<file path="src/rtl/usr_shift_ctrl.sv">
// usr_shift_ctrl: request-driven sequencer for a downstream universal shift
// register. Each request becomes one parallel-load cycle followed by up to DW
// enabled shift cycles and a one-cycle done pulse.
// Build option: define USR_CTRL_ROTATE_EN to feed the bit leaving the register
// back in as the serial bit (rotate) instead of the captured fill bit.
module usr_shift_ctrl #(
    parameter int DW = 8,
    parameter int CW = $clog2(DW + 1)
) (
    input  logic          clock,
    input  logic          reset,
    input  logic          i_valid,
    input  logic [DW-1:0] i_data,
    input  logic          i_dir,
    input  logic [CW-1:0] i_shifts,
    input  logic          i_fill,
    input  logic          i_stall,
    output logic          o_ready,
    output logic          o_enb,
    output logic [1:0]    o_selector,
    output logic [DW-1:0] o_parallel,
    output logic          o_serialLeft,
    output logic          o_serialRight,
    output logic          o_busy,
    output logic          o_done
);

    typedef enum logic [1:0] {IDLE, LOAD, SHIFT, DONE} state_e;
    typedef enum logic [1:0] {SEL_HOLD, SEL_RIGHT, SEL_LEFT, SEL_LOAD} sel_e;

    localparam logic [CW-1:0] MAX_SHIFTS = CW'(DW);

    state_e        state_q, state_d;
    logic [CW-1:0] cnt_q, cnt_d;
    logic [DW-1:0] shadow_q, shadow_d;
    logic          dir_q, dir_d;
    logic          fill_q, fill_d;

    logic          ready_d, enb_d, busy_d, done_d, sl_d, sr_d;
    sel_e          sel_d;
    logic [DW-1:0] par_d;
    logic          serial_bit;

`ifdef USR_CTRL_ROTATE_EN
    logic unused_fill;
    assign unused_fill = fill_q;
`endif

    // Serial bit presented with the next issued shift.
    always_comb begin
`ifdef USR_CTRL_ROTATE_EN
        serial_bit = dir_q ? shadow_q[DW-1] : shadow_q[0];
`else
        serial_bit = fill_q;
`endif
    end

    // Next state plus the output values for the cycle being entered; outputs
    // are registered, so a stall sampled at an edge gates the following cycle.
    always_comb begin
        state_d  = state_q;
        cnt_d    = cnt_q;
        shadow_d = shadow_q;
        dir_d    = dir_q;
        fill_d   = fill_q;
        ready_d  = 1'b0;
        enb_d    = 1'b0;
        sel_d    = SEL_HOLD;
        par_d    = '0;
        sl_d     = 1'b0;
        sr_d     = 1'b0;
        busy_d   = 1'b0;
        done_d   = 1'b0;
        case (state_q)
            IDLE: begin
                ready_d = 1'b1;
                if (o_ready && i_valid) begin
                    state_d  = LOAD;
                    dir_d    = i_dir;
                    fill_d   = i_fill;
                    cnt_d    = (i_shifts > MAX_SHIFTS) ? MAX_SHIFTS : i_shifts;
                    shadow_d = i_data;
                    ready_d  = 1'b0;
                    enb_d    = 1'b1;
                    sel_d    = SEL_LOAD;
                    par_d    = i_data;
                    busy_d   = 1'b1;
                end
            end
            LOAD, SHIFT: begin
                // The count holds shifts not yet issued, so zero means the
                // previous cycle (load or last shift) finished the operation.
                if (cnt_q == '0) begin
                    state_d = DONE;
                    done_d  = 1'b1;
                end else begin
                    state_d = SHIFT;
                    busy_d  = 1'b1;
                    if (!i_stall) begin
                        enb_d = 1'b1;
                        cnt_d = cnt_q - CW'(1);
                        if (dir_q) begin
                            sel_d    = SEL_LEFT;
                            sl_d     = serial_bit;
                            shadow_d = {shadow_q[DW-2:0], serial_bit};
                        end else begin
                            sel_d    = SEL_RIGHT;
                            sr_d     = serial_bit;
                            shadow_d = {serial_bit, shadow_q[DW-1:1]};
                        end
                    end
                end
            end
            DONE: begin
                state_d = IDLE;
                ready_d = 1'b1;
            end
            default: state_d = IDLE;
        endcase
    end

    // State, capture and output registers with synchronous reset.
    always_ff @(posedge clock) begin
        if (reset) begin
            state_q       <= IDLE;
            cnt_q         <= '0;
            shadow_q      <= '0;
            dir_q         <= 1'b0;
            fill_q        <= 1'b0;
            o_ready       <= 1'b0;
            o_enb         <= 1'b0;
            o_selector    <= '0;
            o_parallel    <= '0;
            o_serialLeft  <= 1'b0;
            o_serialRight <= 1'b0;
            o_busy        <= 1'b0;
            o_done        <= 1'b0;
        end else begin
            state_q       <= state_d;
            cnt_q         <= cnt_d;
            shadow_q      <= shadow_d;
            dir_q         <= dir_d;
            fill_q        <= fill_d;
            o_ready       <= ready_d;
            o_enb         <= enb_d;
            o_selector    <= sel_d;
            o_parallel    <= par_d;
            o_serialLeft  <= sl_d;
            o_serialRight <= sr_d;
            o_busy        <= busy_d;
            o_done        <= done_d;
        end
    end

endmodule

</file>
<file path="config.mk">
export PLATFORM = sky130hd
export DESIGN_NAME = usr_shift_ctrl
export DESIGN_NICKNAME = d
export VERILOG_FILES = /design/src/rtl/usr_shift_ctrl.sv
export SDC_FILE = /design/constraint.sdc
export NUM_CORES = 1
export LEC_CHECK = 0
export BUFFER_PORTS_ARGS = -buffer_cell sky130_fd_sc_hd__buf_2
export CAP_MARGIN = 30
export CORE_MARGIN = 1.5
export CORE_UTILIZATION = 39
export CTS_CLUSTER_DIAMETER = 150
export DETAILED_ROUTE_END_ITERATION = 10
export PLACE_DENSITY_LB_ADDON = 0.05
export SLEW_MARGIN = 40
export SYNTH_ARGS = -nofsm -noshare
export SYNTH_HDL_FRONTEND = slang
export SYNTH_SLANG_ARGS = --single-unit
</file>
<file path="constraint.sdc">
create_clock -name clock -period 1.9 [get_ports clock]
set_input_delay 0.57 -clock clock [delete_from_list [all_inputs] [get_ports clock]]
set_output_delay 0.57 -clock clock [all_outputs]
set_load 0.01 [all_outputs]
</file>
# ---- Word-level counts from Yosys, hierarchy flattened
# Cells that the tools add are included.
dict set report totals {
  wordCells 57
  inputBits 18
  regBits 24
  out_inout_bits 16
}
dict set report classes {
  n_reduce_logical 11
  n_bitwise 4
  add_sub_neg 1
  eq_ne 6
  mux 22
  n_lt_le_gt_ge 1
}
# cell count
set op_table {}
lappend op_table {{$mux W4} 4}
lappend op_table {{$mux W2} 5}
lappend op_table {{$reduce_or A5 Y1} 2}
lappend op_table {{$pmux W4 S2} 1}
lappend op_table {{$mux W1} 7}
lappend op_table {{$ne A2 B2 Y1 const B} 3}
lappend op_table {{$pmux W1 S2} 3}
lappend op_table {{$pmux W2 S3} 1}
lappend op_table {{$eq A2 B2 Y1 const B} 2}
lappend op_table {{$gt A4 B4 Y1 const B} 1}
lappend op_table {{$logic_not A4 Y1} 1}
lappend op_table {{$not A1 Y1} 4}
lappend op_table {{$pmux W2 S2} 1}
lappend op_table {{$reduce_and A4 Y1} 1}
lappend op_table {{$reduce_or A2 Y1} 2}
lappend op_table {{$sub A4 B1 Y4 const B} 1}
lappend op_table {{$reduce_or A3 Y1} 1}
lappend op_table {{$eq A2 B1 Y1 const B} 1}
lappend op_table {{$logic_not A2 Y1} 1}
lappend op_table {{$reduce_and A2 Y1} 1}
lappend op_table {{$reduce_bool A2 Y1} 1}
lappend op_table {{$logic_and A1 B1 Y1} 1}

# ---- Longest topological paths before layout
# Gate-level depths: netlist of run 1.
dict set report depth {
  ltp_word 4
  ltp_mapped 7
  mapped_depth_nobuf 5
}

# ---- Worst setup path before layout of run 1
# OpenSTA, ideal clock, no wires.
dict set report synth_timing {
  path_kind {flip-flop to flip-flop}
  start {register state_q[0]}
  end {register cnt_q[1]}
  setup_slack_ns -0.053
  required_time_ns 1.778
  synth_period_minus_slack_ns 1.953
  stages_incl_launch_ff 7
  arrival_time_ns 1.831
  path_buffers 1
  setup_time_ns 0.122
  path_cell_list {dfxtp_1 -> inv_1 -> ha_1 -> buf_6 -> nor4bb_4 -> or4_4 -> o311a_1}
}
dict set report synth_via {
  elab_chain_cells 4
  word_cells_on_any_way 10
  cone_classes {5 x eq/ne; 1 x mux; 4 x reduce/logical}
}
# item line_no
set synth_rtl {}
lappend synth_rtl {{start, declared} 33} ;# state_e state_q, state_d;
lappend synth_rtl {{start signal, assigned} 139} ;# state_q <= state_d;
lappend synth_rtl {{$eq A2 B1 Y1 / $eq A2 B2 Y1 (equally long branches)} 74} ;# case (state_q)
lappend synth_rtl {{$reduce_or A2 Y1} 74}
lappend synth_rtl {{$ne A2 B2 Y1 (no source line) / $reduce_bool A2 Y1 (equally long branches)} -}
lappend synth_rtl {{$reduce_and A4 Y1 (no source line)} -}
lappend synth_rtl {{end signal, assigned} 140} ;# cnt_q <= cnt_d;
lappend synth_rtl {{end, declared} 34} ;# logic [CW-1:0] cnt_q, cnt_d;
# Parallel ways exist; a longest one is shown, timed or not.
# A chain may end at the register's enable or synchronous reset.

# ---- Final worst setup path of run 1
dict set report layout_timing {
  start {register state_q[1]}
  end {register cnt_q[1]}
}
# The elaborated chain is that of the path after synthesis.

==> impl_table.tex, run 1 <==
\begin{tabular}{lr}
\hline
Metric & Value \\
\hline
\multicolumn{2}{l}{\textbf{Run status}} \\
\quad Run status & finished clean \\
\multicolumn{2}{l}{\textbf{Clock network}} \\
\quad Root buf cell & sky130\_fd\_sc\_hd\_\_clkbuf\_4 \\
\quad Buffers from clock root to sink, at most & 2 \\
\quad Worst-Skew Late Latency & 0.32 ns \\
\quad Post-CTS Setup Repair Bufs & 0 \\
\quad Number of CTS-inserted buffers & 3 \\
\quad CTS clk-pin slew, worst paths & 0.13 ns \\
\quad CTS tree & built \\
\quad H-tree depth & 1 \\
\quad Total number of clock tree sinks & 24 \\
\multicolumn{2}{l}{\textbf{Timing}} \\
\quad Unrepaired setup endpoints after global routing & false \\
\quad PnR worst setup slack & 0.138 ns \\
\quad Setup clock skew after layout & $\sim$0.0023 ns \\
\quad Tcrit/Tclk final & 0.927 \\
\quad Slew of the pin with the lowest slew margin & 0.367 ns \\
\quad Min Tclk post-route & about 1.8 ns \\
\quad Fin. max-slew vios & 0 \\
\quad Fmax & 0.568 GHz \\
\quad Number of hold-slack violations in the final timing report & 0 \\
\quad Relative slew slack & 0.755 \\
\quad Hold Slack & around 0.43 ns \\
\quad Setup total negative slack & 0 ns \\
\quad Setup violators final & 0 \\
\multicolumn{2}{l}{\textbf{Global route}} \\
\quad Global-route wire length before repair & 3400 µm \\
\quad Overall track demand over capacity in global routing & 0.173 \\
\quad Largest net degree at the start of global routing & 15 \\
\quad Global route overflow & 0 \\
\quad Via count of the first global-routing pass & 801 \\
\quad Initial antenna violation count & 0 \\
\multicolumn{2}{l}{\textbf{Power}} \\
\quad Total power consumption of the routed design & 1.98 mW \\
\quad Power Density & 1560 mW/mm² \\
\quad Worst IR Drop VDD & $\sim$1 mV \\
\quad Leakage Power & 0.614 nW \\
\multicolumn{2}{l}{\textbf{Detailed routing}} \\
\quad Number of DRC violations after detailed-routing iteration 0 & 7 \\
\quad Mean routed wirelength per cell & 12.2 µm \\
\quad Drt drc & 0 \\
\quad Final WL & 2010 µm \\
\quad Number of vias per cell & 5.18 \\
\quad Total via count in the routed design & 850 \\
\quad Count of nets left with antenna violations after detail routing & 0 \\
\quad Pre-Repair DR Iteration Count & 4 \\
\multicolumn{2}{l}{\textbf{Layout}} \\
\quad Post-Route Utilization & 0.554 \\
\quad Layout fillers & around 210 \\
\quad Final instance area & 0.00127 mm² \\
\quad Layout Nets & 158 \\
\quad Diodes inserted & 0 \\
\quad Signed area change from the synthesized netlist to the final layout & 30.2\% \\
\quad Non-Filler Instances & between 150 and 200 \\
\quad Share of post-route cells with drive strength above 1 & 0.353 \\
\multicolumn{2}{l}{\textbf{Worst setup path}} \\
\quad Critical path data arrival time & between 1.5 and 2 ns \\
\quad Reg2Reg Setup Slack & 0.14 ns \\
\quad Critical-path cell list & inv\_1, ha\_4, and2\_4, or4\_4, o311a\_1 \\
\quad Worst Reg2Reg Path Length in Cells & 5 \\
\quad Worst Path Max Fanout & 5 \\
\quad Crit path max-delay cell type & sky130\_fd\_sc\_hd\_\_or4\_4 \\
\quad Worst setup startpoint & state\_q[1] \\
\quad Count of buffering cells on the critical path with inverters included & 1 \\
\quad Reg-to-reg critical path endpoint & cnt\_q[1] \\
\quad Biggest cell delay along the critical path & 0.55 ns \\
\quad CP startpoint kind & register \\
\quad WS Path Type & reg2reg \\
\quad Origin of the critical flop-to-flop path & state\_q[1] \\
\quad Critical path required time & 2.13 ns \\
\quad Type of element capturing the critical path & register \\
\quad CP delay by family, top & simple AND/OR/NAND/NOR gates \\
\multicolumn{2}{l}{\textbf{Yosys}} \\
\quad Post-Synthesis Net Count & 117 \\
\quad Count of warnings emitted by yosys & 0 \\
\quad Netlist cell types & 37 \\
\quad Mean cell area of the mapped netlist & roughly 10 µm² \\
\quad Area of the mapped netlist & 977 µm² \\
\quad Sequential-to-total area share from yosys stat & 0.492 \\
\quad Flip-flop and latch count after synthesis & 24 \\
\quad Post-synthesis instance total & 96 \\
\multicolumn{2}{l}{\textbf{Floorplanning}} \\
\quad Horizontal die dimension & 53.1 µm \\
\quad Chip height & 53.1 µm \\
\quad I/O pin count & 34 \\
\quad Number of placement rows & 17 \\
\quad Area of the core region & 0.00230 mm² \\
\quad Initial cell density of the core & 0.425 \\
\quad Full die area & 0.00281 mm² \\
\multicolumn{2}{l}{\textbf{Run}} \\
\quad Max-Cap Viols & 0 \\
\multicolumn{2}{l}{\textbf{Placed design}} \\
\quad DP Wirelength & 1530 µm \\
\quad Worst slack at placement & 0.0632 ns \\
\quad Cell Area, Placed & 0.00121 mm² \\
\quad Buffers added on ports & 33 \\
\quad DP Cell Count & 160 \\
\quad GPL Wtd Cong & 0.803 \\
\multicolumn{2}{l}{\textbf{Min path}} \\
\quad Startpoint of the most critical hold path & i\_data[1] \\
\quad Worst-case hold path end point & o\_parallel[1] \\
\quad Worst hold stages & 2 \\
\quad Path category of the worst min-delay check & in2reg \\
\hline
\end{tabular}
==> worst max path at each step <==
stage / slack [ns] / to / depth (start not counted)
final: 0.14 / cnt_q[1] / 5
after global routing: 0.08 / cnt_q[1] / 5
after CTS: 0.05 / cnt_q[1] / 5
after detailed placement: 0.06 / cnt_q[1] / 5
after global placement: 0.08 / cnt_q[1] / 5
after floorplan: 0.06 / cnt_q[1] / 6
==> metal layers <==
layer | wire length, µm | global-route usage | share of wire | vias up
met5 | 0 | 0 | 0 | -
met4 | 51 | 0.111 | 0.025 | 0
met3 | 122 | 0.0678 | 0.061 | 5
met2 | 1020 | 0.277 | 0.51 | 24
met1 | 817 | 0.189 | 0.41 | 399
li1 | - | - | - | 422
==> power by group <==
| part | total [mW] | internal (mW) | switching [mW] |
|---|---|---|---|
| sequential | 0.677 | 0.607 | 0.0697 |
| clock | 0.373 | 0.214 | 0.160 |
| combinational | 0.931 | 0.478 | 0.453 |
| total | 1.98 | 1.30 | 0.682 |
==> flip-flops by register name (all words and copies together) (netlist names) <==
signal         flops
o_done             1
o_selector         2
state_q            2
o_parallel         8
o_enb              1
o_serialRight      1
o_serialLeft       1
cnt_q              4
o_ready            1
o_busy             1
fill_q             1
dir_q              1
==> cells by family after synthesis <==
group,Yosys count,share of synthesized area
flip-flops,24,0.492
buffers and inverters,9,0.0423
adder cells (fa/ha/maj),3,0.0384
multiplexers,3,0.0307
AO/OA/AOI/OAI,18,0.138
AND/OR/NAND/NOR,39,0.259
==> placed cells by master (no fill, tap or decap), types with 2 or more instances in the layout <==
cell type,n
sky130_fd_sc_hd__buf_4,6
sky130_fd_sc_hd__a21oi_1,3
sky130_fd_sc_hd__or3_1,2
sky130_fd_sc_hd__a211oi_1,2
sky130_fd_sc_hd__mux2i_1,3
sky130_fd_sc_hd__ha_1,2
sky130_fd_sc_hd__nor3_1,2
sky130_fd_sc_hd__buf_2,33
sky130_fd_sc_hd__clkbuf_4,3
sky130_fd_sc_hd__dfxtp_1,23
sky130_fd_sc_hd__inv_1,6
sky130_fd_sc_hd__and2_1,9
sky130_fd_sc_hd__nor3b_1,3
sky130_fd_sc_hd__o41ai_1,3
sky130_fd_sc_hd__nand2_1,2
sky130_fd_sc_hd__nor2_1,8
==> cell usage after synthesis (all sizes together) <==
master,number,share of area
inv,6,0.023
or2,1,0.0064
or4,2,0.019
a21boi,1,0.0077
a21oi,3,0.015
and3,1,0.0064
o311a,1,0.010
or3b,1,0.0090
nand2,2,0.0077
o41ai,3,0.027
o21ai,1,0.0051
nand3,1,0.0051
clkbuf,2,0.0077
nor3b,3,0.023
nand4b,1,0.0090
dfxtp,24,0.49
nand3b,1,0.0077
nor3,2,0.010
o22ai,1,0.0064
and2,10,0.064
or3,2,0.013
nor4bb,1,0.026
nand2b,1,0.0064
a22o,1,0.0090
ha,3,0.038
nor2,8,0.031
buf,1,0.012
o31ai,1,0.0077
a211oi,2,0.015
a31oi,1,0.0064
o211a,1,0.010
o32ai,1,0.0090
nor2b,1,0.0064
nor4b,1,0.0090
mux2i,3,0.031
o311ai,1,0.0090
==> what timing repair did <==
action / 4_1_cts / 5_1_grt
hold buffers: 0 / 0
setup endpoints to repair: 0 / 2
gates resized for setup: 0 / 1
==> layout make-up <==
type,instances,area (µm²),area share
timing repair buffer,39,210,0.165
clock buffer,3,22.5,0.0177
sequential,24,482,0.379
multi-input combinational,63,470,0.370
inverter,6,22.5,0.0177
clock inverter,1,30.0,0.0236
tap,28,35.0,0.0275
Power figures use the tool's default switching activity.
==> run 2, diff against run 1 <==
CELL_PAD_IN_SITES_DETAIL_PLACEMENT = 1   (was unset)
CELL_PAD_IN_SITES_GLOBAL_PLACEMENT = 1   (was unset)
CORE_ASPECT_RATIO = 0.5   (was unset)
CORE_UTILIZATION = 32   (was 39)
==> impl_table.tex, run 2 (synthesis results as in run 1) <==
\begin{tabular}{lr}
\hline
Metric & Value \\
\hline
\multicolumn{2}{l}{\textbf{Floorplanning}} \\
\quad I/O pin count & 34 (unchanged) \\
\quad Horizontal die dimension & 81.2 µm (was 53.1 µm) \\
\quad Area of the core region & 0.00275 mm² (was 0.00230 mm²) \\
\quad Chip height & 42.1 µm (was 53.1 µm) \\
\quad Number of placement rows & 13 (was 17) \\
\quad Full die area & 0.00341 mm² (was 0.00281 mm²) \\
\quad Initial cell density of the core & 0.355 (was 0.425) \\
\multicolumn{2}{l}{\textbf{Detailed routing}} \\
\quad Mean routed wirelength per cell & 13.3 µm (was 12.2 µm) \\
\quad Total via count in the routed design & 849 (was 850) \\
\quad Number of DRC violations after detailed-routing iteration 0 & 17 (was 7) \\
\quad Drt drc & 0 (unchanged) \\
\quad Final WL & 2310 µm (was 2010 µm) \\
\quad Count of nets left with antenna violations after detail routing & 0 (unchanged) \\
\quad Pre-Repair DR Iteration Count & 3 (was 4) \\
\quad Number of vias per cell & 4.91 (was 5.18) \\
\multicolumn{2}{l}{\textbf{Clock network}} \\
\quad Worst-Skew Late Latency & 0.26 ns (was 0.32 ns) \\
\quad Root buf cell & sky130\_fd\_sc\_hd\_\_clkbuf\_8 (was sky130\_fd\_sc\_hd\_\_clkbuf\_4) \\
\quad Cts repair resizes & 0 (unchanged) \\
\quad Buffers from clock root to sink, at most & 2 (unchanged) \\
\quad Number of CTS-inserted buffers & 3 (unchanged) \\
\quad CTS clk-pin slew, worst paths & 0.08 ns (was 0.13 ns) \\
\quad Post-CTS Setup Repair Bufs & 0 (unchanged) \\
\quad H-tree depth & 1 (unchanged) \\
\quad Total number of clock tree sinks & 24 (unchanged) \\
\quad CTS tree & built (unchanged) \\
\quad Total of hold buffers inserted after clock tree synthesis & 0 (unchanged) \\
\multicolumn{2}{l}{\textbf{Layout}} \\
\quad Layout Nets & 158 (unchanged) \\
\quad Commonest cells after routing, fill and taps aside & sky130\_fd\_sc\_hd\_\_buf\_2, sky130\_fd\_sc\_hd\_\_dfxtp\_1, sky130\_fd\_sc\_hd\_\_and2\_1, sky130\_fd\_sc\_hd\_\_nor2\_1 (unchanged) \\
\quad Signed area change from the synthesized netlist to the final layout & 33.3\% (was 30.2\%) \\
\quad Diodes inserted & 0 (unchanged) \\
\quad Register name with the most flops & o\_parallel (unchanged) \\
\quad Layout fillers & 318 (was 209) \\
\quad Most common cell after layout, fill and taps aside & sky130\_fd\_sc\_hd\_\_buf\_2 (unchanged) \\
\quad Post-Route Utilization & 0.474 (was 0.554) \\
\quad Largest register FFs & 8 (unchanged) \\
\quad Share of post-route cells with drive strength above 1 & 0.353 (unchanged) \\
\quad Top flop regs & o\_parallel x8, cnt\_q x4 (unchanged) \\
\multicolumn{2}{l}{\textbf{Timing}} \\
\quad Fmax & 0.559 GHz (was 0.568 GHz) \\
\quad Tcrit/Tclk final & 0.942 (was 0.927) \\
\quad Slew of the pin with the lowest slew margin & 0.385 ns (was 0.367 ns) \\
\quad Relative slew slack & 0.743 (was 0.755) \\
\quad Unrepaired setup endpoints after global routing & false (unchanged) \\
\quad Setup violators final & 0 (unchanged) \\
\quad Setup total negative slack & 0 ns (unchanged) \\
\quad Setup clock skew after layout & 0.00384 ns (was 0.00232 ns) \\
\quad Min Tclk post-route & 1.79 ns (was 1.76 ns) \\
\quad Fin. max-slew vios & 0 (unchanged) \\
\quad Number of hold-slack violations in the final timing report & 0 (unchanged) \\
\multicolumn{2}{l}{\textbf{Worst setup path}} \\
\quad Biggest cell delay along the critical path & 0.51 ns (was 0.55 ns) \\
\quad CP startpoint kind & register (unchanged) \\
\quad WS Path Type & reg2reg (unchanged) \\
\quad Crit path max-delay cell type & sky130\_fd\_sc\_hd\_\_or4\_4 (unchanged) \\
\quad Reg2Reg Setup Slack & 0.11 ns (was 0.14 ns) \\
\quad Critical path data arrival time & 1.95 ns (was 1.99 ns) \\
\quad Critical-path cell list & inv\_1, ha\_1, nor4bb\_4, or4\_4, o311a\_1 (was inv\_1, ha\_4, and2\_4, or4\_4, o311a\_1) \\
\quad Type of element capturing the critical path & register (unchanged) \\
\quad Critical path required time & 2.06 ns (was 2.13 ns) \\
\quad Worst Path Max Fanout & 4 (was 5) \\
\multicolumn{2}{l}{\textbf{Run}} \\
\quad Max-Cap Viols & 0 (unchanged) \\
\multicolumn{2}{l}{\textbf{Global route}} \\
\quad Largest net degree at the start of global routing & 15 (unchanged) \\
\quad Global route overflow & 0 (unchanged) \\
\quad Overall track demand over capacity in global routing & 0.147 (was 0.173) \\
\quad Global-route wire length before repair & 3840 µm (was 3400 µm) \\
\quad Initial antenna violation count & 0 (unchanged) \\
\quad Via count of the first global-routing pass & 841 (was 801) \\
\multicolumn{2}{l}{\textbf{Placed design}} \\
\quad DP Wirelength & 1760 µm (was 1530 µm) \\
\quad Buffers added on ports & 33 (unchanged) \\
\quad GPL Wtd Cong & 0.783 (was 0.803) \\
\multicolumn{2}{l}{\textbf{Run status}} \\
\quad Run status & finished clean (unchanged) \\
\multicolumn{2}{l}{\textbf{Min path}} \\
\quad Path category of the worst min-delay check & reg2reg (was in2reg) \\
\multicolumn{2}{l}{\textbf{Power}} \\
\quad Worst IR Drop VDD & 0.693 mV (was 1.03 mV) \\
\quad Power Density & 1600 mW/mm² (was 1560 mW/mm²) \\
\quad Leakage Power & 0.622 nW (was 0.614 nW) \\
\hline
\end{tabular}
## run 2: area by class of cell
type / instances / area (µm²) / share of cell area
flip-flops and latches: 24 / 482 / 0.370
multi-input cells: 63 / 470 / 0.361
repair buffers: 39 / 210 / 0.161
well taps: 37 / 46.3 / 0.0355
clock buffers: 3 / 41.3 / 0.0317
clock inverters: 1 / 30.0 / 0.0231
inverters: 6 / 22.5 / 0.0173
## run 2: path summary, 6_finish.rpt
kind,end,depth (start not counted),startpoint
worst max-delay path,cnt_q[1],5,cnt_q[0]
worst min register to register,o_serialLeft,1,fill_q
worst max register to register,cnt_q[1],5,cnt_q[0]
worst min-delay path,o_serialLeft,1,fill_q
## run 2: where the power goes
group | internal (mW) | switching, mW
sequential | 0.607 | 0.0772
combinational | 0.487 | 0.479
clock | 0.281 | 0.158
## run 2: layer usage
metal	global-route usage	vias to the layer above	wire, µm
li1	-	430	-
met1	0.171	391	1080
met2	0.252	28	1010
met3	0.0696	0	215
met4	0.0207	0	0
met5	0	-	0
## run 2: through the flow
step	hold WS (ns)	area (µm²)	std cells	worst slack, ns	total power, mW
finish	0.493	1300	173	0.111	2.09
global route	0.484	1300	173	0.0606	2.26
CTS	0.495	1290	173	0.0381	2.08
detailed placement	0.481	1220	169	0.0577	1.62
global placement	0.484	1220	169	0.0807	1.61
floorplan	0.438	981	96	0.0604	1.32
## run 2: worst max-delay path: cells and delay by family (launching register included)
kind	cells	cell delay [ns]
AOI/OAI and AO/OA	1	0.30
adders and majority gates	1	0.26
buffers and inverters	1	0.08
DFF	1	0.35
and+or+nand+nor	2	0.69
==> run 3, diff against run 2 <==
BUFFER_PORTS_ARGS = -buffer_cell sky130_fd_sc_hd__clkbuf_2   (was -buffer_cell sky130_fd_sc_hd__buf_2)
==> impl_table.tex, run 3 (synthesis results as in run 1) <==
\begin{tabular}{lr}
\hline
Metric & Value \\
\hline
\multicolumn{2}{l}{\textbf{Global route}} \\
\quad Global-route wire length before repair & 3760 µm (was 3840 µm) \\
\quad Largest net degree at the start of global routing & 15 (unchanged) \\
\quad Initial antenna violation count & 0 (unchanged) \\
\quad Via count of the first global-routing pass & 853 (was 841) \\
\quad Global route overflow & 0 (unchanged) \\
\quad Overall track demand over capacity in global routing & 0.145 (was 0.147) \\
\multicolumn{2}{l}{\textbf{Detailed routing}} \\
\quad Count of nets left with antenna violations after detail routing & 0 (unchanged) \\
\quad Total via count in the routed design & 849 (unchanged) \\
\quad Number of vias per cell & 4.88 (was 4.91) \\
\quad Number of DRC violations after detailed-routing iteration 0 & 24 (was 17) \\
\quad Mean routed wirelength per cell & 13.4 µm (was 13.3 µm) \\
\quad Drt drc & 0 (unchanged) \\
\quad Final WL & 2340 µm (was 2310 µm) \\
\quad Pre-Repair DR Iteration Count & 4 (was 3) \\
\multicolumn{2}{l}{\textbf{Floorplanning}} \\
\quad Chip height & 42.1 µm (unchanged) \\
\quad Number of placement rows & 13 (unchanged) \\
\quad Initial cell density of the core & 0.355 (unchanged) \\
\quad I/O pin count & 34 (unchanged) \\
\quad Horizontal die dimension & 81.2 µm (unchanged) \\
\quad Area of the core region & 0.00275 mm² (unchanged) \\
\quad Full die area & 0.00341 mm² (unchanged) \\
\multicolumn{2}{l}{\textbf{Run}} \\
\quad Max-Cap Viols & 0 (unchanged) \\
\multicolumn{2}{l}{\textbf{Timing}} \\
\quad Number of hold-slack violations in the final timing report & 0 (unchanged) \\
\quad Min Tclk post-route & 1.79 ns (about the same) \\
\quad Relative slew slack & 0.757 (was 0.743) \\
\quad Setup total negative slack & 0 ns (unchanged) \\
\quad Slew of the pin with the lowest slew margin & 0.363 ns (was 0.385 ns) \\
\quad Setup violators final & 0 (unchanged) \\
\quad Fmax & 0.560 GHz (was 0.559 GHz) \\
\quad Fin. max-slew vios & 0 (unchanged) \\
\quad Unrepaired setup endpoints after global routing & false (unchanged) \\
\quad Setup clock skew after layout & 0.0125 ns (was 0.00384 ns) \\
\quad Tcrit/Tclk final & 0.940 (was 0.942) \\
\quad PnR worst setup slack & 0.114 ns (was 0.111 ns) \\
\multicolumn{2}{l}{\textbf{Placed design}} \\
\quad Buffers added on ports & 33 (unchanged) \\
\quad DP Wirelength & 1740 µm (was 1760 µm) \\
\quad GPL Wtd Cong & 0.799 (was 0.783) \\
\quad Worst slack at placement & 0.0387 ns (was 0.0577 ns) \\
\multicolumn{2}{l}{\textbf{Power}} \\
\quad Worst IR Drop VDD & 0.641 mV (was 0.693 mV) \\
\quad Power Density & 1620 mW/mm² (was 1600 mW/mm²) \\
\quad Switching Share & 0.347 (was 0.342) \\
\quad Leakage Power & 0.623 nW (was 0.622 nW) \\
\quad Switch Pwr & 0.739 mW (was 0.714 mW) \\
\quad Clock network power share & 0.213 (was 0.210) \\
\quad Total power consumption of the routed design & 2.13 mW (was 2.09 mW) \\
\quad Gate power share & 0.464 (was 0.462) \\
\quad Pint & 1.39 mW (was 1.38 mW) \\
\quad Sequential share of power & 0.323 (was 0.328) \\
\multicolumn{2}{l}{\textbf{Layout}} \\
\quad Most common cell after layout, fill and taps aside & sky130\_fd\_sc\_hd\_\_clkbuf\_2 (was sky130\_fd\_sc\_hd\_\_buf\_2) \\
\quad Layout Nets & 159 (was 158) \\
\quad Commonest cells after routing, fill and taps aside & sky130\_fd\_sc\_hd\_\_clkbuf\_2, sky130\_fd\_sc\_hd\_\_dfxtp\_1, sky130\_fd\_sc\_hd\_\_and2\_1, sky130\_fd\_sc\_hd\_\_nor2\_1, sky130\_fd\_sc\_hd\_\_buf\_4 (was sky130\_fd\_sc\_hd\_\_buf\_2, sky130\_fd\_sc\_hd\_\_dfxtp\_1, sky130\_fd\_sc\_hd\_\_and2\_1, sky130\_fd\_sc\_hd\_\_nor2\_1) \\
\quad Signed area change from the synthesized netlist to the final layout & 34.8\% (was 33.3\%) \\
\quad Post-Route Utilization & 0.479 (was 0.474) \\
\quad Share of post-route cells with drive strength above 1 & 0.365 (was 0.353) \\
\quad Layout fillers & 318 (unchanged) \\
\quad Largest register FFs & 8 (unchanged) \\
\quad Diodes inserted & 0 (unchanged) \\
\quad Top flop regs & o\_parallel x8, cnt\_q x4 (unchanged) \\
\quad Register name with the most flops & o\_parallel (unchanged) \\
\multicolumn{2}{l}{\textbf{Clock network}} \\
\quad Root buf cell & sky130\_fd\_sc\_hd\_\_clkbuf\_8 (unchanged) \\
\quad Total of hold buffers inserted after clock tree synthesis & 0 (unchanged) \\
\quad H-tree depth & 1 (unchanged) \\
\quad Total number of clock tree sinks & 24 (unchanged) \\
\quad Buffers from clock root to sink, at most & 2 (unchanged) \\
\quad Worst-Skew Late Latency & 0.27 ns (was 0.26 ns) \\
\quad CTS clk-pin slew, worst paths & 0.09 ns (was 0.08 ns) \\
\quad Post-CTS Setup Repair Bufs & 0 (unchanged) \\
\quad Number of CTS-inserted buffers & 3 (unchanged) \\
\quad CTS tree & built (unchanged) \\
\multicolumn{2}{l}{\textbf{Worst setup path}} \\
\quad CP startpoint kind & register (unchanged) \\
\quad Worst Path Max Fanout & 5 (was 4) \\
\quad Type of element capturing the critical path & register (unchanged) \\
\quad Critical path required time & 2.08 ns (was 2.06 ns) \\
\quad WS Path Type & reg2reg (unchanged) \\
\quad Critical path data arrival time & 1.97 ns (was 1.95 ns) \\
\multicolumn{2}{l}{\textbf{Run status}} \\
\quad Run status & finished clean (unchanged) \\
\multicolumn{2}{l}{\textbf{Min path}} \\
\quad Path category of the worst min-delay check & reg2reg (unchanged) \\
\hline
\end{tabular}
## run 3: power by group through the flow
stage | clock (mW) | combinational (mW) | sequential, mW
2_1_floorplan | 0 | 0.619 | 0.703
3_3_place_gp | 0 | 0.933 | 0.693
3_5_place_dp | 0 | 0.932 | 0.696
4_1_cts | 0.470 | 0.947 | 0.687
5_1_grt | 0.485 | 1.10 | 0.697
6_report | 0.454 | 0.988 | 0.687
## run 3: cell type report
type	instances	area [µm²]	share of cell area
clock inverters	1	30.0	0.0228
repair buffers	40	218	0.165
clock buffers	3	41.3	0.0313
well taps	37	46.3	0.0351
multi-input cells	63	478	0.363
flip-flops and latches	24	482	0.366
inverters	6	22.5	0.0171
## run 3: worst paths after layout
kind | start | endpoint | slack, ns | depth (start not counted)
worst max register to register | state_q[0] | cnt_q[2] | 0.11 | 5
worst min register to register | dir_q | o_serialRight | 0.49 | 1
worst max-delay path | state_q[0] | cnt_q[2] | 0.11 | 5
worst min-delay path | dir_q | o_serialRight | 0.49 | 1
## run 3: worst max-delay path, cell delays in order, from the launching register on
cell and delay [ns]:
sky130_fd_sc_hd__dfxtp_1 0.35, sky130_fd_sc_hd__inv_1 0.09, sky130_fd_sc_hd__ha_4 0.23, sky130_fd_sc_hd__and2_4 0.15, sky130_fd_sc_hd__or4_4 0.56, sky130_fd_sc_hd__o32ai_1 0.30
## run 3: repair_timing
item	CTS	global route
gates resized for setup	0	2
setup endpoints to repair	0	3
endpoints found under the hold margin	0	0
## run 3: stage by stage
step           hold slack (ns)  instance area, µm²  cells
6_report                 0.492                1320    174
2_1_floorplan            0.438                 981     96
4_1_cts                  0.497                1300    174
3_3_place_gp             0.484                1230    170
5_1_grt                  0.501                1320    174
3_5_place_dp             0.482                1230    170
## run 3: layer usage
metal	wire [µm]	GRT usage	part of all wire
met1	1140	0.178	0.49
met2	1020	0.238	0.43
met3	184	0.0587	0.079
met4	0	0.0310	0
met5	0	0	0
